[src/rtl/coreriscv_axi4_finish_unit_ctrl.sv]
// Finish unit: forwards TileLink grants to the refill port and queues one Finish
// message per acknowledged grant (after the last beat for multibeat grants).
module coreriscv_axi4_finish_unit_ctrl (
    input  logic        clk,
    input  logic        reset,

    input  logic        io_grant_valid,
    output logic        io_grant_ready,
    input  logic [1:0]  io_grant_bits_header_src,
    input  logic [1:0]  io_grant_bits_header_dst,
    input  logic [2:0]  io_grant_bits_payload_addr_beat,
    input  logic        io_grant_bits_payload_client_xact_id,
    input  logic [1:0]  io_grant_bits_payload_manager_xact_id,
    input  logic        io_grant_bits_payload_is_builtin_type,
    input  logic [3:0]  io_grant_bits_payload_g_type,
    input  logic [63:0] io_grant_bits_payload_data,

    input  logic        io_refill_ready,
    output logic        io_refill_valid,
    output logic [2:0]  io_refill_bits_addr_beat,
    output logic        io_refill_bits_client_xact_id,
    output logic [1:0]  io_refill_bits_manager_xact_id,
    output logic        io_refill_bits_is_builtin_type,
    output logic [3:0]  io_refill_bits_g_type,
    output logic [63:0] io_refill_bits_data,

    input  logic        io_finish_ready,
    output logic        io_finish_valid,
    output logic [1:0]  io_finish_bits_header_src,
    output logic [1:0]  io_finish_bits_header_dst,
    output logic [1:0]  io_finish_bits_payload_manager_xact_id,

    output logic        io_ready
);

    localparam logic [1:0]        SRC_ID      = 2'd1;
    localparam int                QUEUE_DEPTH = 2;
    localparam int                DATA_BEATS  = 8;
    localparam int                BEAT_W      = $clog2(DATA_BEATS);
    localparam int                PTR_W       = $clog2(QUEUE_DEPTH);
    localparam int                CNT_W       = $clog2(QUEUE_DEPTH + 1);
    localparam logic [BEAT_W-1:0] LAST_BEAT   = BEAT_W'(DATA_BEATS - 1);
    localparam logic [PTR_W-1:0]  LAST_PTR    = PTR_W'(QUEUE_DEPTH - 1);
    localparam logic [CNT_W-1:0]  FULL_CNT    = CNT_W'(QUEUE_DEPTH);

    typedef struct packed {
        logic [1:0] manager_xact_id;
        logic [1:0] manager_id;
    } finish_entry_t;

    logic              needs_ack;
    logic              multibeat;
    logic              accept_ok;
    logic              grant_fire;
    logic              beat_done;
    logic              enq;
    logic              deq;
    logic              q_full;
    logic              q_empty;
    logic [BEAT_W-1:0] beat_cnt;
    logic [PTR_W-1:0]  q_head;
    logic [PTR_W-1:0]  q_tail;
    logic [CNT_W-1:0]  q_count;
    finish_entry_t     q_mem [QUEUE_DEPTH];
    finish_entry_t     head_entry;
    logic              unused_grant_dst;

    function automatic logic [PTR_W-1:0] next_ptr(input logic [PTR_W-1:0] p);
        return (p == LAST_PTR) ? '0 : p + 1'b1;
    endfunction

    // The destination in the grant header is always this tile; it carries no information here.
    assign unused_grant_dst = ^io_grant_bits_header_dst;

    assign io_refill_bits_addr_beat       = io_grant_bits_payload_addr_beat;
    assign io_refill_bits_client_xact_id  = io_grant_bits_payload_client_xact_id;
    assign io_refill_bits_manager_xact_id = io_grant_bits_payload_manager_xact_id;
    assign io_refill_bits_is_builtin_type = io_grant_bits_payload_is_builtin_type;
    assign io_refill_bits_g_type          = io_grant_bits_payload_g_type;
    assign io_refill_bits_data            = io_grant_bits_payload_data;

    // Voluntary acks (builtin type 0) close their transaction without a Finish.
    assign needs_ack = !(io_grant_bits_payload_is_builtin_type &&
                         io_grant_bits_payload_g_type == 4'd0);
    assign multibeat = io_grant_bits_payload_is_builtin_type ?
                       (io_grant_bits_payload_g_type == 4'd5) :
                       (io_grant_bits_payload_g_type == 4'd0 ||
                        io_grant_bits_payload_g_type == 4'd1);

    assign accept_ok       = !q_full || !needs_ack;
    assign io_refill_valid = io_grant_valid && accept_ok;
    assign io_grant_ready  = io_refill_ready && accept_ok;
    assign grant_fire      = io_grant_valid && io_grant_ready;
    assign beat_done       = grant_fire && multibeat && (beat_cnt == LAST_BEAT);
    assign enq             = grant_fire && needs_ack && (!multibeat || beat_done);
    assign deq             = !q_empty && io_finish_ready;

    // Beats of one grant are never interleaved with another, so a single counter suffices.
    always_ff @(posedge clk) begin
        // NOTE: state registers use non-blocking assignments so every flop samples pre-edge values.
        if (reset) begin
            beat_cnt <= '0;
        end else if (grant_fire && multibeat) begin
            beat_cnt <= beat_cnt + 1'b1;
        end
    end

    // NOTE: queue storage has no reset; validity is tracked by q_count alone.
    always_ff @(posedge clk) begin
        if (enq) begin
            q_mem[q_tail] <= '{manager_xact_id: io_grant_bits_payload_manager_xact_id,
                               manager_id:      io_grant_bits_header_src};
        end
    end

    always_ff @(posedge clk) begin
        if (reset) begin
            q_head  <= '0;
            q_tail  <= '0;
            q_count <= '0;
        end else begin
            if (enq) begin
                q_tail <= next_ptr(q_tail);
            end
            if (deq) begin
                q_head <= next_ptr(q_head);
            end
            case ({enq, deq})
                2'b10:   q_count <= q_count + 1'b1;
                2'b01:   q_count <= q_count - 1'b1;
                default: q_count <= q_count;
            endcase
        end
    end

    // Finish reads straight from storage, so a new entry appears one cycle after its enqueue.
    assign q_full     = (q_count == FULL_CNT);
    assign q_empty    = (q_count == '0);
    assign head_entry = q_mem[q_head];

    assign io_finish_valid                       = !q_empty;
    assign io_finish_bits_header_src             = SRC_ID;
    assign io_finish_bits_header_dst             = head_entry.manager_id;
    assign io_finish_bits_payload_manager_xact_id = head_entry.manager_xact_id;
    assign io_ready                              = !q_full;

endmodule

[config.mk]
export PLATFORM = sky130hd
export DESIGN_NAME = coreriscv_axi4_finish_unit_ctrl
export DESIGN_NICKNAME = d
export VERILOG_FILES = /design/src/rtl/coreriscv_axi4_finish_unit_ctrl.sv
export SDC_FILE = /design/constraint.sdc
export NUM_CORES = 1
export LEC_CHECK = 0
export CORE_MARGIN = 2
export CORE_UTILIZATION = 26
export CTS_CLUSTER_SIZE = 20
export DETAILED_ROUTE_END_ITERATION = 16
export PLACE_DENSITY = 0.81
export SLEW_MARGIN = 20
export SYNTH_ARGS = -nofsm -noshare
export SYNTH_HDL_FRONTEND = slang
export SYNTH_SLANG_ARGS = --single-unit
[constraint.sdc]
create_clock -name clk -period 2.91 [get_ports clk]
set_clock_uncertainty 0.15 [all_clocks]
set_input_delay 0.4365 -clock clk [delete_from_list [all_inputs] [get_ports clk]]
set_output_delay 0.4365 -clock clk [all_outputs]
set_load 0.05 [all_outputs]
* Word level (Yosys, flattened, before mapping) *
Memories as Yosys holds them, arrays and structs flattened. A register that Yosys moved wholly into a read port is not among the register bits.
Index checks and enable logic that the tools add are counted.

storage, ports and cells
  memories = 1
  register bits = 7
  memory bits (writable) = 8
  logic and storage cells = 43
  bits of input ports = 84
  output and inout bits = 85

memories
  name   words  width  rd ports  clocked after Yosys merged registers in  write ports  line  text
  q_mem  2      4      1         1                                        1            64    finish_entry_t q_mem [QUEUE_DEPTH];

cells by class
  eq/ne operators = 6
  reductions and logical operators = 19
  muxes and demuxes = 8
  $add $sub $neg = 5

operators with widths
  operator               count
  $logic_and A1 B1 Y1    9
  $mux W1                7
  $eq A2 B2 Y1 const B   2
  $eq A4 B1 Y1 const B   1
  $eq A4 B3 Y1 const B   1
  $logic_not A1 Y1       4
  $logic_not A4 Y1       1
  $pmux W2 S2            1
  $add A3 B1 Y3 const B  1
  $eq A3 B3 Y1 const B   1
  $logic_or A1 B1 Y1     3
  $add A1 B1 Y1 const B  2
  $add A2 B1 Y2 const B  1
  $eq A2 B1 Y1 const B   1
  $logic_not A2 Y1       1
  $reduce_bool A2 Y1     1
  $sub A2 B1 Y2 const B  1

* Depth between registers and ports, before layout *
  word-level depth = 11
  mapped depth = 8
  depth with buffers taken out = 8

* Least setup slack after synthesis *
OpenSTA, ideal clock, no wires.

  kind = input-to-reg
  start point = input io_grant_bits_payload_g_type[0]
  end point = register q_count[1]
  arrival time = 2.016 ns
  library setup time = 0.070 ns
  stages = 6
  slack = 0.674 ns
  buffers on the path = 0
  required time = 2.690 ns
  cells stage by stage = nand3_1 -> a211oi_2 -> or4b_4 -> ha_1 -> or3_1 -> a21oi_1

on the way
  longest elaborated chain between the ends = 11
  elaborated cells on any way between the ends = 20
  classes of those cells = eq/ne: 4; mux: 2; reduce/logical: 14

ends and longest elaborated chain
  element                                                   line    text
  start, declared                                           15      input logic [3:0] io_grant_bits_payload_g_type,
  $logic_not A4 Y1                                          84, 87
  $logic_and A1 B1 Y1                                       83      assign needs_ack = !(io_grant_bits_payload_is_builtin_type &&
  $logic_or A1 B1 Y1                                        90      assign accept_ok = !q_full || !needs_ack;
  $logic_and A1 B1 Y1                                       92      assign io_grant_ready = io_refill_ready && accept_ok;
  $logic_and A1 B1 Y1                                       93      assign grant_fire = io_grant_valid && io_grant_ready;
  $logic_and A1 B1 Y1 (2 in a row)                          94      assign beat_done = grant_fire && multibeat && (beat_cnt == LAST_BEAT);
  $logic_or A1 B1 Y1                                        95      assign enq = grant_fire && needs_ack && (!multibeat || beat_done);
  $logic_and A1 B1 Y1 (*)                                   95
  $eq A2 B1 Y1 / $eq A2 B2 Y1 (equally long branches)       128     case ({enq, deq})
  $pmux W2 S2 / $reduce_bool A2 Y1 (equally long branches)  -
  end signal, assigned                                      129     2'b10: q_count <= q_count + 1'b1;
  end signal, assigned                                      130     2'b01: q_count <= q_count - 1'b1;
  end signal, assigned                                      131     default: q_count <= q_count;
  end, declared                                             63      logic [CNT_W-1:0] q_count;

Every way passes the cells marked *; elsewhere a longest branch is shown, timed or not.
A chain may end at the register's enable or synchronous reset.

* Worst setup path after layout *
  start point = input io_grant_bits_payload_is_builtin_type
  end point = register q_count[1]

on the way
  longest elaborated chain between the ends = 10
  elaborated cells on any way between the ends = 16
  classes of those cells = eq/ne: 2; mux: 2; reduce/logical: 12

ends and longest elaborated chain
  element                                                   line  text
  start, declared                                           14    input logic io_grant_bits_payload_is_builtin_type,
  $logic_and A1 B1 Y1                                       83
  $logic_or A1 B1 Y1                                        90
  $logic_and A1 B1 Y1                                       92
  $logic_and A1 B1 Y1                                       93
  $logic_and A1 B1 Y1 (2 in a row)                          94
  $logic_or A1 B1 Y1                                        95
  $logic_and A1 B1 Y1 (*)                                   95
  $eq A2 B1 Y1 / $eq A2 B2 Y1 (equally long branches)       128
  $pmux W2 S2 / $reduce_bool A2 Y1 (equally long branches)  -

Marks and branches as above.

==> flow_summary.toml <==
[synthesis]
avgSynthCellArea_um2 = 9.47
synth_xor_area_frac = 0.0264
synthMuxAreaShare = 0.0604
synth.yosys.seq_area_share = 0.302
syn_area_mm2 = 0.00133
yosysWarnings = 0
synth-adder-area-share = 0.0283
synth_compound_area_frac = 0.0377
synth_cell_types = 26
synth-simple-area-share = 0.0953
synth_top_family_by_area = "buffers and inverters"
syn_inst = 140
syn_nets = 227
synth-seq-cells = 16

[grt]
overflow = 0
grt.total_usage = 0.0612
grt_pass1_wl_um = 2610
antenna_found_initial = 0
grt_max_degree = 10
grt_pass1_vias = 587

[critical_path]
setup.worst_path.end_class = "register"
critPathLaunchType = "primary input"
crit_path_max_fanout = 4
critPathKind = "primary input to register"
worstPathRequired_ns = 2.93
cp.arrival_ns = 2.62

[outcome]
status = "completed"

[timing]
report.final.slew_viol_count = 0
worst_pin_slew_ns = 0.502
hold_viol = 0
fin_crit_sh = 0.891
fin_tns_setup_ns = 0
max_freq_mhz = 386
setup_violations = 0
rsz0062_at_grt = "false"
period_minus_slack_ns = 2.59
layout_setup_ws_ns = 0.317
relSlewSlack = 0.664
hold_slack_ns = 0.353

[min_path]
worstHoldPathType = "register to register"

[floorplanning]
die_x_um = 75.4
core_area_mm2 = 0.00482
die_area_mm2 = 0.00569
rows = 25
pin_count = 169
die_h_um = 75.4
initial_core_util = 0.275

[place]
io_buffers = 28
hpwl_um = 1370
dp_cells = 158
preCtsSetupSlack_ns = 0.0659
gp_congestion = 0.683

[layout]
fillers = 537
multi_input_area_um2 = 337
antenna-diode-count = 0
regArea_um2 = 400
drive_gt1_frac = 0.179
layout.nets = 183
final_common_cell = "clkdlybuf4s50_1"
syn_to_final_growth_pct = -10.9
layout_common_cells = "clkdlybuf4s50_1, nor2_1, dfxtp_1, edfxtp_1, mux2_2"
stdcell_count = 162

[clock_network]
tritoncts = "done"
cts_resized = 0
cts_max_level = 1
clkSinkCount = 16
cts_hold_buf = 0
cts_buffer_depth = 2
worstSkewPairLatency_ns = 0.24
cts_made_buffers = 3
postCtsSetupBuffers = 0
clock-root-buffer = "clkbuf_8"
clk_pin_slew_ns = 0.06

[pwr]
leakage_uw = 0.000416
powerDensity_mw_per_mm2 = 705
p_total_uw = 833
vdd_drop_max_mv = 0.250

[drt]
drc = 0
first_iter_violations = 17
via_count = 600
final_antenna_net_count = 0
vias_per_cell = 3.70
drt-wirelength-per-cell_um = 10.7
wirelength_um = 1730
firstDrtPassIters = 3

[run]
cap_viol_max_count = 0
[worst paths after layout]
check | startpoint | to | slack [ns] | cells past startpoint
worst min-delay path | beat_cnt[1] | beat_cnt[1] | 0.35 | 2
worst min register to register | beat_cnt[1] | beat_cnt[1] | 0.35 | 2
worst max register to register | beat_cnt[0] | q_count[1] | 0.56 | 7
worst max-delay path | io_grant_bits_payload_is_builtin_type | q_count[1] | 0.32 | 7
[per-layer routing]
metal / vias to the layer above / global-route usage / routed length, µm
li1: 278 / - / -
met1: 272 / 0.0585 / 607
met2: 42 / 0.0966 / 830
met3: 8 / 0.0463 / 259
met4: 0 / 0.0312 / 30
met5: - / 0 / 0
[cells by family (layout without fill, tap and decap cells)]
logic type / count (synthesis) / after routing
buffers and inverters: 80 / 35
and+or+nand+nor: 24 / 24
DFF: 16 / 16
muxes: 7 / 7
AOI/OAI and AO/OA: 4 / 4
xor gates and xnor gates: 4 / 4
adders and majority gates: 3 / 3
other: 2 / 2
[state kept, by name, summed over array words and instances (netlist names), named ones only]
signal    count
q_head        1
q_count       2
q_tail        1
beat_cnt      3
q_mem         8
[Yosys cell counts (all sizes together)]
cell / count / area [µm²]
inv: 2 / 7.51
dfxtp: 8 / 160
or4b: 1 / 13.8
or3: 1 / 6.26
nand3: 1 / 5.00
xnor2: 3 / 26.3
or2: 3 / 21.3
ha: 3 / 37.5
a21oi: 1 / 5.00
a2111oi: 1 / 27.5
nand2: 3 / 11.3
nor2: 10 / 37.5
o21ai: 1 / 5.00
mux2: 5 / 60.1
nor2b: 1 / 6.26
edfxtp: 8 / 240
and2: 3 / 18.8
a211oi: 1 / 12.5
conb: 2 / 7.51
nor4: 1 / 6.26
buf: 78 / 582
xor2: 1 / 8.76
mux2i: 2 / 20.0
[metrics by stage]
| step | utilization | area, µm² |
|---|---|---|
| after CTS | 0.245 | 1180 |
| after floorplan | - | 1330 |
| after global routing | 0.245 | 1180 |
| after detailed placement | 0.236 | 1140 |
| final | 0.245 | 1180 |
| after global placement | 0.236 | 1140 |
[cell type report]
type	count	share of cell area
Inverter	2	0.00636
Multi-Input combinational cell	44	0.285
Timing Repair Buffer	29	0.261
Clock inverter	1	0.00318
Sequential cell	16	0.339
Clock buffer	3	0.0350
Tap cell	67	0.0710
[report_power, final]
part           internal (µW)  switching, µW
logic                    156            221
clock network           93.4           70.5
registers                268           23.7
[worst max-delay path, cell delays in order]
cell,delay [ns]
clkdlybuf4s50_1,0.53
or2_4,0.17
a211oi_2,0.06
or4b_4,0.55
ha_1,0.35
or3_1,0.37
a21oi_1,0.14
No activity file was read; power rests on OpenSTA's default activity.
==> variant (config.mk and constraints unchanged) <==
`DATA_BEATS`: 8 -> 16.
--- a/src/rtl/coreriscv_axi4_finish_unit_ctrl.sv
+++ b/src/rtl/coreriscv_axi4_finish_unit_ctrl.sv
@@ -35,7 +35,7 @@
 
     localparam logic [1:0]        SRC_ID      = 2'd1;
     localparam int                QUEUE_DEPTH = 2;
-    localparam int                DATA_BEATS  = 8;
+    localparam int                DATA_BEATS  = 16;
     localparam int                BEAT_W      = $clog2(DATA_BEATS);
     localparam int                PTR_W       = $clog2(QUEUE_DEPTH);
     localparam int                CNT_W       = $clog2(QUEUE_DEPTH + 1);
Check against the original RTL: not equivalent (Yosys sat finds a counterexample within 10 cycles, from zero or initial values and one cycle with reset high).
==> variant against the original RTL <==
- area after synthesis increased by 2.7%
- routed wire length up 0.46%
- total power up 1.0%
- clock power grew 4%
- cell area is 2.9% higher
- die area increased by 2.6%
- setup slack improved by 110 ps
- sequential cell count up 1
- critical path type unchanged
- largest cell class unchanged
- largest power group unchanged
==> variant: results (changes against the original RTL) <==
- Largest net degree at the start of global routing: 13 (was 10)
- 1st-iter DRT viols: 4 (was 17)
- Initial antenna violation count: 0 (unchanged)
- Post-Synthesis Net Count: 233 (was 227)
- Post-place instance area: 1170 um^2 (was 1140 um^2)
- Number of synthesized flops with an enable pin: 8 (unchanged)
- Met3 usage: 3.67% (was 4.63%)
- Tightest Hold Check Type: register to register (unchanged)
- Worst-Margin Slew: 502 ps (about the same)
- Register area share after synthesis: 30.9% (was 30.2%)
- Yosys warning count: 0 (unchanged)
- Design internal power: 528 uW (was 518 uW)
- Gp weighted congestion: 0.656 (was 0.683)
- Largest registers: q_mem (8), beat_cnt (4), q_count (2) (was q_mem (8), beat_cnt (3), q_count (2))
- Post_cts resized: 0 (unchanged)
- Worst-path clk slew: 60 ps (about the same)
- Async SR Flop Fraction: 0% (unchanged)
- Most frequent cells after synthesis: buf_4, nor2_1, dfxtp_1 (was buf_4, nor2_1, dfxtp_1, edfxtp_1, mux2_2)
- HPWL Detailed: 1380 um (was 1370 um)
- Main synth FF type: dfxtp_1 (was edfxtp_1)
- Static Leak: 0.443 nW (was 0.416 nW)
- CTS root buffer: clkbuf_8 (unchanged)
- Max FO, Critical Path: 4 (unchanged)
- CP arrival: 2510 ps (was 2620 ps)
- Setup Buffers After CTS: 0 (unchanged)
- M1 GR Usage: 6.65% (was 5.85%)
- Top sig layer: met4 (unchanged)
- Fraction of layout instances using a drive strength above 1: 18.8% (was 17.9%)
- Largest cells by area after synthesis: buf_4, edfxtp_1, dfxtp_1, mux2_2, nor2_1 (was buf_4, edfxtp_1, dfxtp_1, mux2_2, ha_1)
- M2 GR Usage: 10.8% (was 9.66%)
- Port bufs: 28 (unchanged)
- Met2 WL: 890 um (was 830 um)
- Worst skew pair latency: 240 ps (about the same)
- Met3 WL: 187 um (was 259 um)
- Vias in the first global route: 665 (was 587)
- Pre-CTS WS: 176 ps (was 65.9 ps)
- First-pass GRT wire length: 3090 um (was 2610 um)
- Post-synthesis instance total: 147 (was 140)
- Worst VDD drop: 0.000403 V (was 0.000250 V)
- Number of nets in the layout: 188 (was 183)
- TritonRoute pass-1 iters: 2 (was 3)
- # diodes: 0 (unchanged)
- Largest delay share family, worst path: simple AND/OR/NAND/NOR gates (unchanged)
- Post-Layout Cell Count: 171 (was 162)
- Yosys cell types: 30 (was 26)
- DRT met1 WL: 644 um (was 607 um)
- H-tree depth: 1 (unchanged)
- Clock buffer count from CTS: 3 (unchanged)
- Clock Tree Buf Depth: 2 (unchanged)
- Via Count: 627 (was 600)
- Crit-path max cell delay: 460 ps (was 550 ps)
- WL per Instance: 10.1 um (was 10.7 um)
- Status: finished, final reports clean (unchanged)
- Crit-path slowest cell: clkdlybuf4s50_1 (was or4b_4)
- GRT Util Overall: 6.47% (was 6.12%)
## variant: cell count changes in the layout (fill, tap and decap cells not counted), sizes merged, moves of 2 or more
cell and change:
nor2b +2, and3 +2, nor2 +5, or2 -2
nand2 -2
## variant: cell type report
cell class                      count  area (um^2)
Inverter                            1         3.75
Timing Repair Buffer               28          300
Multi-Input combinational cell     51          357
Clock inverter                      1         5.00
Fill cell                         559         3860
Clock buffer                        3         41.3
Sequential cell                    17          420
Tap cell                           70         87.6
## variant: power by group through the flow
stage,Clock [mW],Combinational [mW],Sequential (mW)
after floorplan,0,0.512,0.303
after global placement,0,0.367,0.308
after detailed placement,0,0.370,0.308
after CTS,0.174,0.372,0.303
after global routing,0.184,0.393,0.309
final,0.170,0.369,0.303
## variant: path summary, 6_finish.rpt
kind                                              start                      end  slack (ps)  cells after the start
hold reg to reg                 q_count[1]$_SDFFE_PP0P_  q_count[1]$_SDFFE_PP0P_         360                      2
setup / recovery  io_grant_bits_payload_is_builtin_type  q_count[1]$_SDFFE_PP0P_         420                      7
setup reg to reg               beat_cnt[0]$_SDFFE_PP0P_  q_count[1]$_SDFFE_PP0P_         680                      7
hold / removal                  q_count[1]$_SDFFE_PP0P_  q_count[1]$_SDFFE_PP0P_         360                      2
## variant: kinds of logic after synthesis
group                      after synthesis  synth area share [%]
adders and majority gates                2                  1.84
DFF                                     17                  30.9
xor gates and xnor gates                 4                  2.57
and+or+nand+nor                         30                  11.8
other                                    2                 0.551
AOI/OAI and AO/OA                        6                  3.49
muxes                                    7                  5.97
buffers and inverters                   79                  43.0
## variant: tightest hold or removal path: stages (launching register included)
cell	delay [ps]
dfxtp_1	320
o21ai_0	80
a21oi_1	60
